==> config.mk <==
export PLATFORM = sky130hd
export DESIGN_NAME = alu_issue_stage_flat
export DESIGN_NICKNAME = d
export VERILOG_FILES = /design/src/rtl/alu_issue_stage_if.sv /design/src/rtl/alu_issue_stage.sv /design/src/flat_wrapper.sv
export SDC_FILE = /design/constraint.sdc
export NUM_CORES = 1
export LEC_CHECK = 0
export CAP_MARGIN = 20
export CORE_MARGIN = 3
export CORE_UTILIZATION = 38
export DETAILED_ROUTE_END_ITERATION = 12
export PLACE_DENSITY = 0.77
export SLEW_MARGIN = 5
export SYNTH_ARGS = -nofsm -noshare
export SYNTH_HDL_FRONTEND = slang
export SYNTH_SLANG_ARGS = --single-unit
==> constraint.sdc <==
create_clock -name clk -period 2.2 [get_ports clk]
set_clock_uncertainty 0.1 [all_clocks]
set_input_delay 0.22 -clock clk [delete_from_list [all_inputs] [get_ports clk]]
set_output_delay 0.22 -clock clk [all_outputs]
set_load 0.02 [all_outputs]
==> src/rtl/alu_issue_stage_if.sv <==
// Handshake and operand bus between the decoder and the ALU issue stage.
// The slave side belongs to the issue stage. The master side is the
// environment that feeds instructions and consumes ALU operands.
interface alu_issue_stage_if #(
    parameter int DATA_WIDTH    = 32,
    parameter int OPCODE_LENGTH = 4
);
    logic                     in_valid;
    logic                     in_ready;
    logic [6:0]               Opcode;
    logic [2:0]               Funct3;
    logic [6:0]               Funct7;
    logic [DATA_WIDTH-1:0]    RD1;
    logic [DATA_WIDTH-1:0]    RD2;
    logic [DATA_WIDTH-1:0]    Imm;
    logic [DATA_WIDTH-1:0]    PC;
    logic                     flush;
    logic                     out_valid;
    logic                     out_ready;
    logic [DATA_WIDTH-1:0]    SrcA;
    logic [DATA_WIDTH-1:0]    SrcB;
    logic [OPCODE_LENGTH-1:0] Operation;
    logic                     illegal;
    logic                     halted;

    modport slave (
        input  in_valid, Opcode, Funct3, Funct7, RD1, RD2, Imm, PC, flush, out_ready,
        output in_ready, out_valid, SrcA, SrcB, Operation, illegal, halted
    );

    modport master (
        output in_valid, Opcode, Funct3, Funct7, RD1, RD2, Imm, PC, flush, out_ready,
        input  in_ready, out_valid, SrcA, SrcB, Operation, illegal, halted
    );
endinterface

==> src/rtl/alu_issue_stage.sv <==
// ID/EX issue stage: decodes RV32I opcode/funct fields into an ALU operation
// code, selects the operands, and registers them behind a valid/ready
// handshake. A HALT instruction stops further issue once it has been consumed.
module alu_issue_stage #(
    parameter int DATA_WIDTH    = 32,
    parameter int OPCODE_LENGTH = 4
) (
    input  logic               clk,
    input  logic               reset,
    alu_issue_stage_if.slave   bus
);
    localparam logic [6:0] OP_R      = 7'b0110011;
    localparam logic [6:0] OP_I      = 7'b0010011;
    localparam logic [6:0] OP_LOAD   = 7'b0000011;
    localparam logic [6:0] OP_STORE  = 7'b0100011;
    localparam logic [6:0] OP_BRANCH = 7'b1100011;
    localparam logic [6:0] OP_JAL    = 7'b1101111;
    localparam logic [6:0] OP_JALR   = 7'b1100111;
    localparam logic [6:0] OP_LUI    = 7'b0110111;
    localparam logic [6:0] OP_AUIPC  = 7'b0010111;
    localparam logic [6:0] OP_HALT   = 7'b1111111;

    typedef enum logic [1:0] {
        RUN    = 2'd0,
        DRAIN  = 2'd1,
        HALTED = 2'd2
    } state_t;

    state_t                   state_q;
    logic                     out_valid_q;
    logic [DATA_WIDTH-1:0]    src_a_q;
    logic [DATA_WIDTH-1:0]    src_b_q;
    logic [OPCODE_LENGTH-1:0] op_q;
    logic                     illegal_q;
    logic                     halted_q;

    logic [3:0]               code;
    logic                     legal;
    logic                     f7_zero;
    logic                     f7_alt;
    logic [DATA_WIDTH-1:0]    src_a_d;
    logic [DATA_WIDTH-1:0]    src_b_d;
    logic [OPCODE_LENGTH-1:0] op_d;
    logic                     illegal_d;
    logic                     is_halt_d;
    logic                     in_ready;
    logic                     load;

    assign f7_zero  = (bus.Funct7 == 7'b0000000);
    assign f7_alt   = (bus.Funct7 == 7'b0100000);
    assign in_ready = (state_q == RUN) && (!out_valid_q || bus.out_ready);
    assign load     = bus.in_valid && in_ready && !bus.flush;

    // Decode the incoming fields into operation code and operand selection;
    // anything without a legal encoding falls back to code 1111 on RD1/RD2.
    always_comb begin
        code      = 4'b1111;
        legal     = 1'b1;
        src_a_d   = bus.RD1;
        src_b_d   = bus.RD2;
        is_halt_d = 1'b0;
        unique case (bus.Opcode)
            OP_R: begin
                unique case (bus.Funct3)
                    3'b000: begin code = f7_alt ? 4'b0110 : 4'b0010; legal = f7_zero || f7_alt; end
                    3'b101: begin code = f7_alt ? 4'b0111 : 4'b0101; legal = f7_zero || f7_alt; end
                    3'b111: begin code = 4'b0000; legal = f7_zero; end
                    3'b110: begin code = 4'b0001; legal = f7_zero; end
                    3'b100: begin code = 4'b0011; legal = f7_zero; end
                    3'b010: begin code = 4'b1100; legal = f7_zero; end
                    3'b001: begin code = 4'b0100; legal = f7_zero; end
                    default: legal = 1'b0;
                endcase
            end
            OP_I: begin
                src_b_d = bus.Imm;
                unique case (bus.Funct3)
                    3'b000: code = 4'b0010;
                    3'b010: code = 4'b1100;
                    3'b111: code = 4'b0000;
                    3'b110: code = 4'b0001;
                    3'b100: code = 4'b0011;
                    3'b001: begin code = 4'b0100; legal = f7_zero; end
                    3'b101: begin code = f7_alt ? 4'b0111 : 4'b0101; legal = f7_zero || f7_alt; end
                    default: legal = 1'b0;
                endcase
            end
            OP_LOAD, OP_STORE, OP_JALR: begin
                code    = 4'b0010;
                src_b_d = bus.Imm;
            end
            OP_BRANCH: begin
                unique case (bus.Funct3)
                    3'b000: code = 4'b1000;
                    3'b001: code = 4'b1001;
                    3'b100: code = 4'b1100;
                    3'b101: code = 4'b1010;
                    default: legal = 1'b0;
                endcase
            end
            OP_JAL: begin
                code    = 4'b1101;
                src_a_d = bus.PC;
                src_b_d = bus.Imm;
            end
            OP_LUI: begin
                code    = 4'b0010;
                src_a_d = '0;
                src_b_d = bus.Imm;
            end
            OP_AUIPC: begin
                code    = 4'b0010;
                src_a_d = bus.PC;
                src_b_d = bus.Imm;
            end
            OP_HALT: begin
                code      = 4'b1101;
                src_a_d   = '0;
                src_b_d   = '0;
                is_halt_d = 1'b1;
            end
            default: legal = 1'b0;
        endcase
        if (!legal) begin
            code      = 4'b1111;
            src_a_d   = bus.RD1;
            src_b_d   = bus.RD2;
            is_halt_d = 1'b0;
        end
        op_d      = OPCODE_LENGTH'(code);
        illegal_d = !legal;
    end

    // Halt FSM together with the output register; flush outranks load,
    // load outranks the consume, and HALTED only leaves on reset.
    always_ff @(posedge clk) begin
        if (reset) begin
            state_q     <= RUN;
            out_valid_q <= 1'b0;
            src_a_q     <= '0;
            src_b_q     <= '0;
            op_q        <= '0;
            illegal_q   <= 1'b0;
            halted_q    <= 1'b0;
        end else begin
            unique case (state_q)
                RUN: begin
                    if (bus.flush) begin
                        out_valid_q <= 1'b0;
                    end else if (load) begin
                        out_valid_q <= 1'b1;
                        src_a_q     <= src_a_d;
                        src_b_q     <= src_b_d;
                        op_q        <= op_d;
                        illegal_q   <= illegal_d;
                        if (is_halt_d) begin
                            state_q <= DRAIN;
                        end
                    end else if (bus.out_ready && out_valid_q) begin
                        out_valid_q <= 1'b0;
                    end
                end
                DRAIN: begin
                    if (bus.flush) begin
                        out_valid_q <= 1'b0;
                        state_q     <= RUN;
                    end else if (out_valid_q && bus.out_ready) begin
                        out_valid_q <= 1'b0;
                        halted_q    <= 1'b1;
                        state_q     <= HALTED;
                    end
                end
                HALTED: begin
                    out_valid_q <= 1'b0;
                    halted_q    <= 1'b1;
                end
                default: begin
                    state_q     <= RUN;
                    out_valid_q <= 1'b0;
                end
            endcase
        end
    end

    assign bus.in_ready  = in_ready;
    assign bus.out_valid = out_valid_q;
    assign bus.SrcA      = src_a_q;
    assign bus.SrcB      = src_b_q;
    assign bus.Operation = op_q;
    assign bus.illegal   = illegal_q;
    assign bus.halted    = halted_q;
endmodule

==> src/flat_wrapper.sv <==
// flat-port wrapper written by rule: the top's interface ports become plain ports
module alu_issue_stage_flat 
#(
    parameter int DATA_WIDTH    = 32,
    parameter int OPCODE_LENGTH = 4
)
  (clk, reset, bus_in_valid, bus_Opcode, bus_Funct3, bus_Funct7, bus_RD1, bus_RD2, bus_Imm, bus_PC, bus_flush, bus_out_ready, bus_in_ready, bus_out_valid, bus_SrcA, bus_SrcB, bus_Operation, bus_illegal, bus_halted);
  alu_issue_stage_if #(.DATA_WIDTH(DATA_WIDTH), .OPCODE_LENGTH(OPCODE_LENGTH)) bus_i ();
  input  logic clk;
  input  logic reset;
  input wire logic [$bits(bus_i.in_valid)-1:0] bus_in_valid;
  input wire logic [$bits(bus_i.Opcode)-1:0] bus_Opcode;
  input wire logic [$bits(bus_i.Funct3)-1:0] bus_Funct3;
  input wire logic [$bits(bus_i.Funct7)-1:0] bus_Funct7;
  input wire logic [$bits(bus_i.RD1)-1:0] bus_RD1;
  input wire logic [$bits(bus_i.RD2)-1:0] bus_RD2;
  input wire logic [$bits(bus_i.Imm)-1:0] bus_Imm;
  input wire logic [$bits(bus_i.PC)-1:0] bus_PC;
  input wire logic [$bits(bus_i.flush)-1:0] bus_flush;
  input wire logic [$bits(bus_i.out_ready)-1:0] bus_out_ready;
  output wire logic [$bits(bus_i.in_ready)-1:0] bus_in_ready;
  output wire logic [$bits(bus_i.out_valid)-1:0] bus_out_valid;
  output wire logic [$bits(bus_i.SrcA)-1:0] bus_SrcA;
  output wire logic [$bits(bus_i.SrcB)-1:0] bus_SrcB;
  output wire logic [$bits(bus_i.Operation)-1:0] bus_Operation;
  output wire logic [$bits(bus_i.illegal)-1:0] bus_illegal;
  output wire logic [$bits(bus_i.halted)-1:0] bus_halted;
  assign bus_i.in_valid = bus_in_valid;
  assign bus_i.Opcode = bus_Opcode;
  assign bus_i.Funct3 = bus_Funct3;
  assign bus_i.Funct7 = bus_Funct7;
  assign bus_i.RD1 = bus_RD1;
  assign bus_i.RD2 = bus_RD2;
  assign bus_i.Imm = bus_Imm;
  assign bus_i.PC = bus_PC;
  assign bus_i.flush = bus_flush;
  assign bus_i.out_ready = bus_out_ready;
  assign bus_in_ready = bus_i.in_ready;
  assign bus_out_valid = bus_i.out_valid;
  assign bus_SrcA = bus_i.SrcA;
  assign bus_SrcB = bus_i.SrcB;
  assign bus_Operation = bus_i.Operation;
  assign bus_illegal = bus_i.illegal;
  assign bus_halted = bus_i.halted;
  alu_issue_stage #(.DATA_WIDTH(DATA_WIDTH), .OPCODE_LENGTH(OPCODE_LENGTH)) u_core (.clk(clk), .reset(reset), .bus(bus_i));
endmodule
* Word level (Yosys, flattened, before mapping) *
Index checks and enable logic that the tools add are counted.

storage, ports and cells
  register bits after elaboration = 73
  input bits = 150
  output and inout port bits = 72
  logic and storage cells = 91

operators by class
  equal/unequal tests = 25
  mux-type cells = 31
  bitwise gates (word level) = 2
  reduce and logical (&&, ||, !) cells = 26

operators with widths
  operator            count
  $pmux 32 s2         2
  $mux 32             2
  $pmux 4 s7          2
  $eq 7x6->1 const B  4
  $eq 7x7->1 const B  4
  $pmux 4 s5          1
  $reduce_or 5->1     3
  $eq 7x5->1 const B  2
  $reduce_or 7->1     2
  $eq 3x3->1 const B  4
  $mux 2              6
  $pmux 3 s4          1
  $mux 1              9
  $reduce_or 2->1     4
  $eq 7x2->1 const B  1
  $logic_not 7->1     1
  $ne 2x1->1 const B  3
  $pmux 1 s2          3
  $pmux 2 s3          1
  $reduce_and 3->1    2
  $reduce_and 5->1    1
  $logic_and 1x1->1   4
  $mux 4              1
  $ne 2x2->1 const B  2
  15 further kinds    19

* Depth between registers and ports, before layout *
  depth in word-level cells = 9
  mapped depth = 7

* Worst setup path after synthesis *
No wires, ideal clock.

  path type = input-to-reg
  start = input port bus_Opcode[4]
  end = register u_core.op_q[0] (netlist: u_core.bus.Operation[0])
  library setup time = 0.120 ns
  arrival = 1.781 ns
  slack = 0.199 ns
  stages = 6
  cell sequence = buf_6 > or3b_4 > or3_4 > nor4_4 > nor3_2 > o31a_1

on the way
  word-level cells in the longest chain between the ends = 4
  elaborated cells between the ends (all ways) = 16
  classes of those cells = eq/ne (10); mux (3); reduce/logical (3)

RTL lines
  item                                               RTL line                text
  start, declared                                    flat_wrapper.sv:12      input wire logic [$bits(bus_i.Opcode)-1:0] bus_Opcode;
  $eq 7x2->1 (tied with other cells)                 alu_issue_stage.sv:62   unique case (bus.Opcode)
  $reduce_or 7->1 (no line) (tied with other cells)  --
  $pmux 1 s4 / $pmux 4 s5 (equally long branches)    alu_issue_stage.sv:62
  $mux 4 *                                           alu_issue_stage.sv:124  if (!legal) begin
  end signal, assigned                               alu_issue_stage.sv:154  op_q <= op_d;
  end, declared                                      alu_issue_stage.sv:33   logic [OPCODE_LENGTH-1:0] op_q;

Every way passes the cells marked *; elsewhere a longest branch is shown, timed or not.
A chain may end at the register's enable or synchronous reset.

* Worst setup path in the final report *
  start = input port bus_Opcode[4]
  end = register u_core.src_b_q[7] (netlist: u_core.bus.SrcB[7])

on the way
  word-level cells in the longest chain between the ends = 4
  elaborated cells between the ends (all ways) = 15
  classes of those cells = eq/ne (10); mux (3); reduce/logical (2)

RTL lines
  item                                              RTL line                text
  $eq 7x2->1 (tied with other cells)                alu_issue_stage.sv:62
  $reduce_or 7->1 (no line)                         --
  $pmux 1 s4 / $pmux 32 s2 (equally long branches)  alu_issue_stage.sv:62
  $mux 32 *                                         alu_issue_stage.sv:124
  end signal, assigned                              alu_issue_stage.sv:153  src_b_q <= src_b_d;
  end, declared                                     alu_issue_stage.sv:32   logic [DATA_WIDTH-1:0] src_b_q;

Marked as above.

==> flow_summary.toml <==
[outcome]
outcome = "finished clean"

[yosys]
avgSynthCellArea_um2 = 9.07
yosysUniqueCellTypes = 53
muxShareOfSynthArea = 0.00261
synth-async-reset-ratio = 0
synth.most_common_cell = "nor2_1"
ys.flop_type = "dfxtp_1"
synth_edf_count = 0
synthAdderAreaFrac = 0
synth_xor_area_frac = 0
yosys.area.top_type_share = 0.381
synthSimpleGateAreaFrac = 0.206
synthTopCellsByCount = "nor2_1 (76), dfxtp_1 (73), o21ai_0 (64)"
yosysTopAreaCell = "dfxtp_1"
synth-seq-cells = 73
synth_warnings = 0
synth_compound_area_frac = 0.355
syn_nets = 573
synth_top_family_by_area = "compound AO/OA/AOI/OAI gates"
yosysSeqAreaShare = 0.381
syn_inst = 423
synth_area_leaders = "dfxtp_1 (38%), o32ai_2 (13%), o21ai_0 (8.3%)"
syn-cell-area_mm2 = 0.00384

[floorplanning]
dieHeight_um = 107
boundaryPins = 222
rows = 36
die-area_mm2 = 0.0113
start_util = 0.391
die_x_um = 107
core-area_mm2 = 0.00982

[placed_design]
dpl-instance-area_mm2 = 0.00647
gp_congestion = 0.903
port_buffers = 221
preCtsSetupSlack_ns = -0.318
placed_cells = 778
hpwl_mm = 10.4

[pwr]
internal_power_mw = 2.64
share_seq_of_total_power = 0.408
comb_power_share = 0.268
power_mw = 3.57
p_sw_mw = 0.934
switching_share = 0.262
clkPwrFrac = 0.324
irDropWorstVdd_v = 0.000357
cellPowerDensity_mw_per_mm2 = 533
leakage_nw = 2.35

[clock_network]
clock_tree.root_cell = "clkbuf_8"
cts_tree = "built"
numCtsBuffers = 9
cts-hold-fix-buffers = 0
cts.htree.levels = 3
cts_sinks = 73
clock_latency_ns = 0.32
max-clock-path-buffers = 2
clk_pin_slew_ns = 0.08

[route]
vias = 4344
routed_via_density = 5.46
initialDrtViolationCount = 213
drc = 0
postRouteAntennaNets = 0
wl_mm = 13.8
drtPass1Iterations = 6
wl_per_cell_um = 17.4

[worst_setup_path]
critPathLaunchType = "input port"
crit_fanout = 15
critPathLaunch = "bus_Opcode[4]"
crit_required_ns = 2.31
cp-end-kind = "flip-flop"
crit_type = "input port to flip-flop"
critical_path_arrival_ns = 2.29
r2r-start = "u_core.bus.out_valid"

[timing]
fin_tns_setup_ns = 0
report.final.hold_viol_count = 0
timing.final.ws_setup_ns = 0.0203
fin_crit_ns = 2.18
slew_headroom = 0.596
final_max_slew_viol_count = 0
grt_setup_unrepaired = "no"
fmax_mhz = 459
worst_slew_pin_slew_ns = 0.590
finalSetupViolCount = 0
whs_ns = 0.398
post-route-period-util = 0.991

[finish]
drive_above_1_share = 0.148
final_nets = 807
final_area_mm2 = 0.00670
syn_to_final_growth_pct = 74.4
fin_util = 0.682
antenna_cells = 0
fin_cells = 795

[global_route]
grt.total_usage = 0.237
grt_antenna_before_repair = 0
grt_pass1_vias = 4351
grt_max_degree = 46
grt-ovfl-total = 0
grt_first_pass_wirelength_mm = 21.9

[worst_hold_path]
hold_start = "bus_Imm[0]"
hold_class = "input port to flip-flop"

[run]
maxCapViolCount = 0
critical path, stage by stage:
cell and delay (ns):
clkdlybuf4s50_1 0.47, or3b_4 0.39, or3_4 0.37, nor4_4 0.32, o21a_4 0.23, buf_12 0.18
o32ai_1 0.10
final timing paths:
check | endpoint | depth (start not counted) | slack [ns]
worst max-delay path | u_core.bus.SrcB[7] | 7 | 0.02
worst min-delay path | u_core.bus.SrcB[0] | 3 | 0.40
worst max register to register | u_core.bus.SrcB[9] | 6 | 0.38
worst min register to register | u_core.bus.halted | 2 | 0.41
timing repair:
item,in CTS,in global routing
buffers inserted,0,1
gates resized for setup,0,0
endpoints found under the setup margin,0,32
endpoints found under the hold margin,0,0
power by group through the flow:
| stage | Combinational [mW] | Sequential, mW | Clock, mW |
|---|---|---|---|
| after floorplan | 0.272 | 1.59 | 0 |
| after global placement | 0.938 | 1.48 | 0 |
| after detailed placement | 0.956 | 1.49 | 0 |
| after CTS | 0.961 | 1.46 | 1.18 |
| after global routing | 1.02 | 1.47 | 1.24 |
| final | 0.958 | 1.46 | 1.16 |
layout by cell type (no fill, tap or decap), drive strengths merged, types with 3 or more instances in the layout:
cell type      instances
o21ai                 67
nand2                  8
o32ai                 32
nor4                   3
nor2                  76
clkdlybuf4s50        221
clkbuf                12
nand3b                32
nand2b                 7
a2bb2oi                3
dfxtp                 73
inv                    3
nand3                  5
o221a                  3
and2                   3
a221oi                32
buf                   42
per-layer routing:
layer / vias to the layer above / part of all wire / track usage
met2: 175 / 0.49 / 0.400
li1: 2084 / - / -
met4: 0 / 0.015 / 0.0575
met3: 18 / 0.070 / 0.0644
met1: 2067 / 0.42 / 0.299
met5: - / 0 / 0
layout make-up:
| type | count | area, µm² |
|---|---|---|
| Clock inverter | 4 | 76.3 |
| Sequential cell | 73 | 1460 |
| Clock buffer | 12 | 145 |
| Timing Repair Buffer | 263 | 2650 |
| Tap cell | 133 | 166 |
| Multi-Input combinational cell | 307 | 2180 |
| Fill cell | 813 | 3120 |
| Inverter | 3 | 11.3 |
logic make-up after synthesis:
kind of cell,Yosys count
AO/OA/AOI/OAI,158
buffers and inverters,43
flip-flops,73
multiplexers,1
AND/OR/NAND/NOR,148
state kept, by name, indices dropped and copies added, names as in the netlist:
| name | count |
|---|---|
| u_core.bus.SrcB | 32 |
| u_core.bus.Operation | 4 |
| u_core.state_q | 2 |
| u_core.bus.halted | 1 |
| u_core.bus.illegal | 1 |
| u_core.bus.SrcA | 32 |
| u_core.bus.out_valid | 1 |
Power figures use the tool's default switching activity.
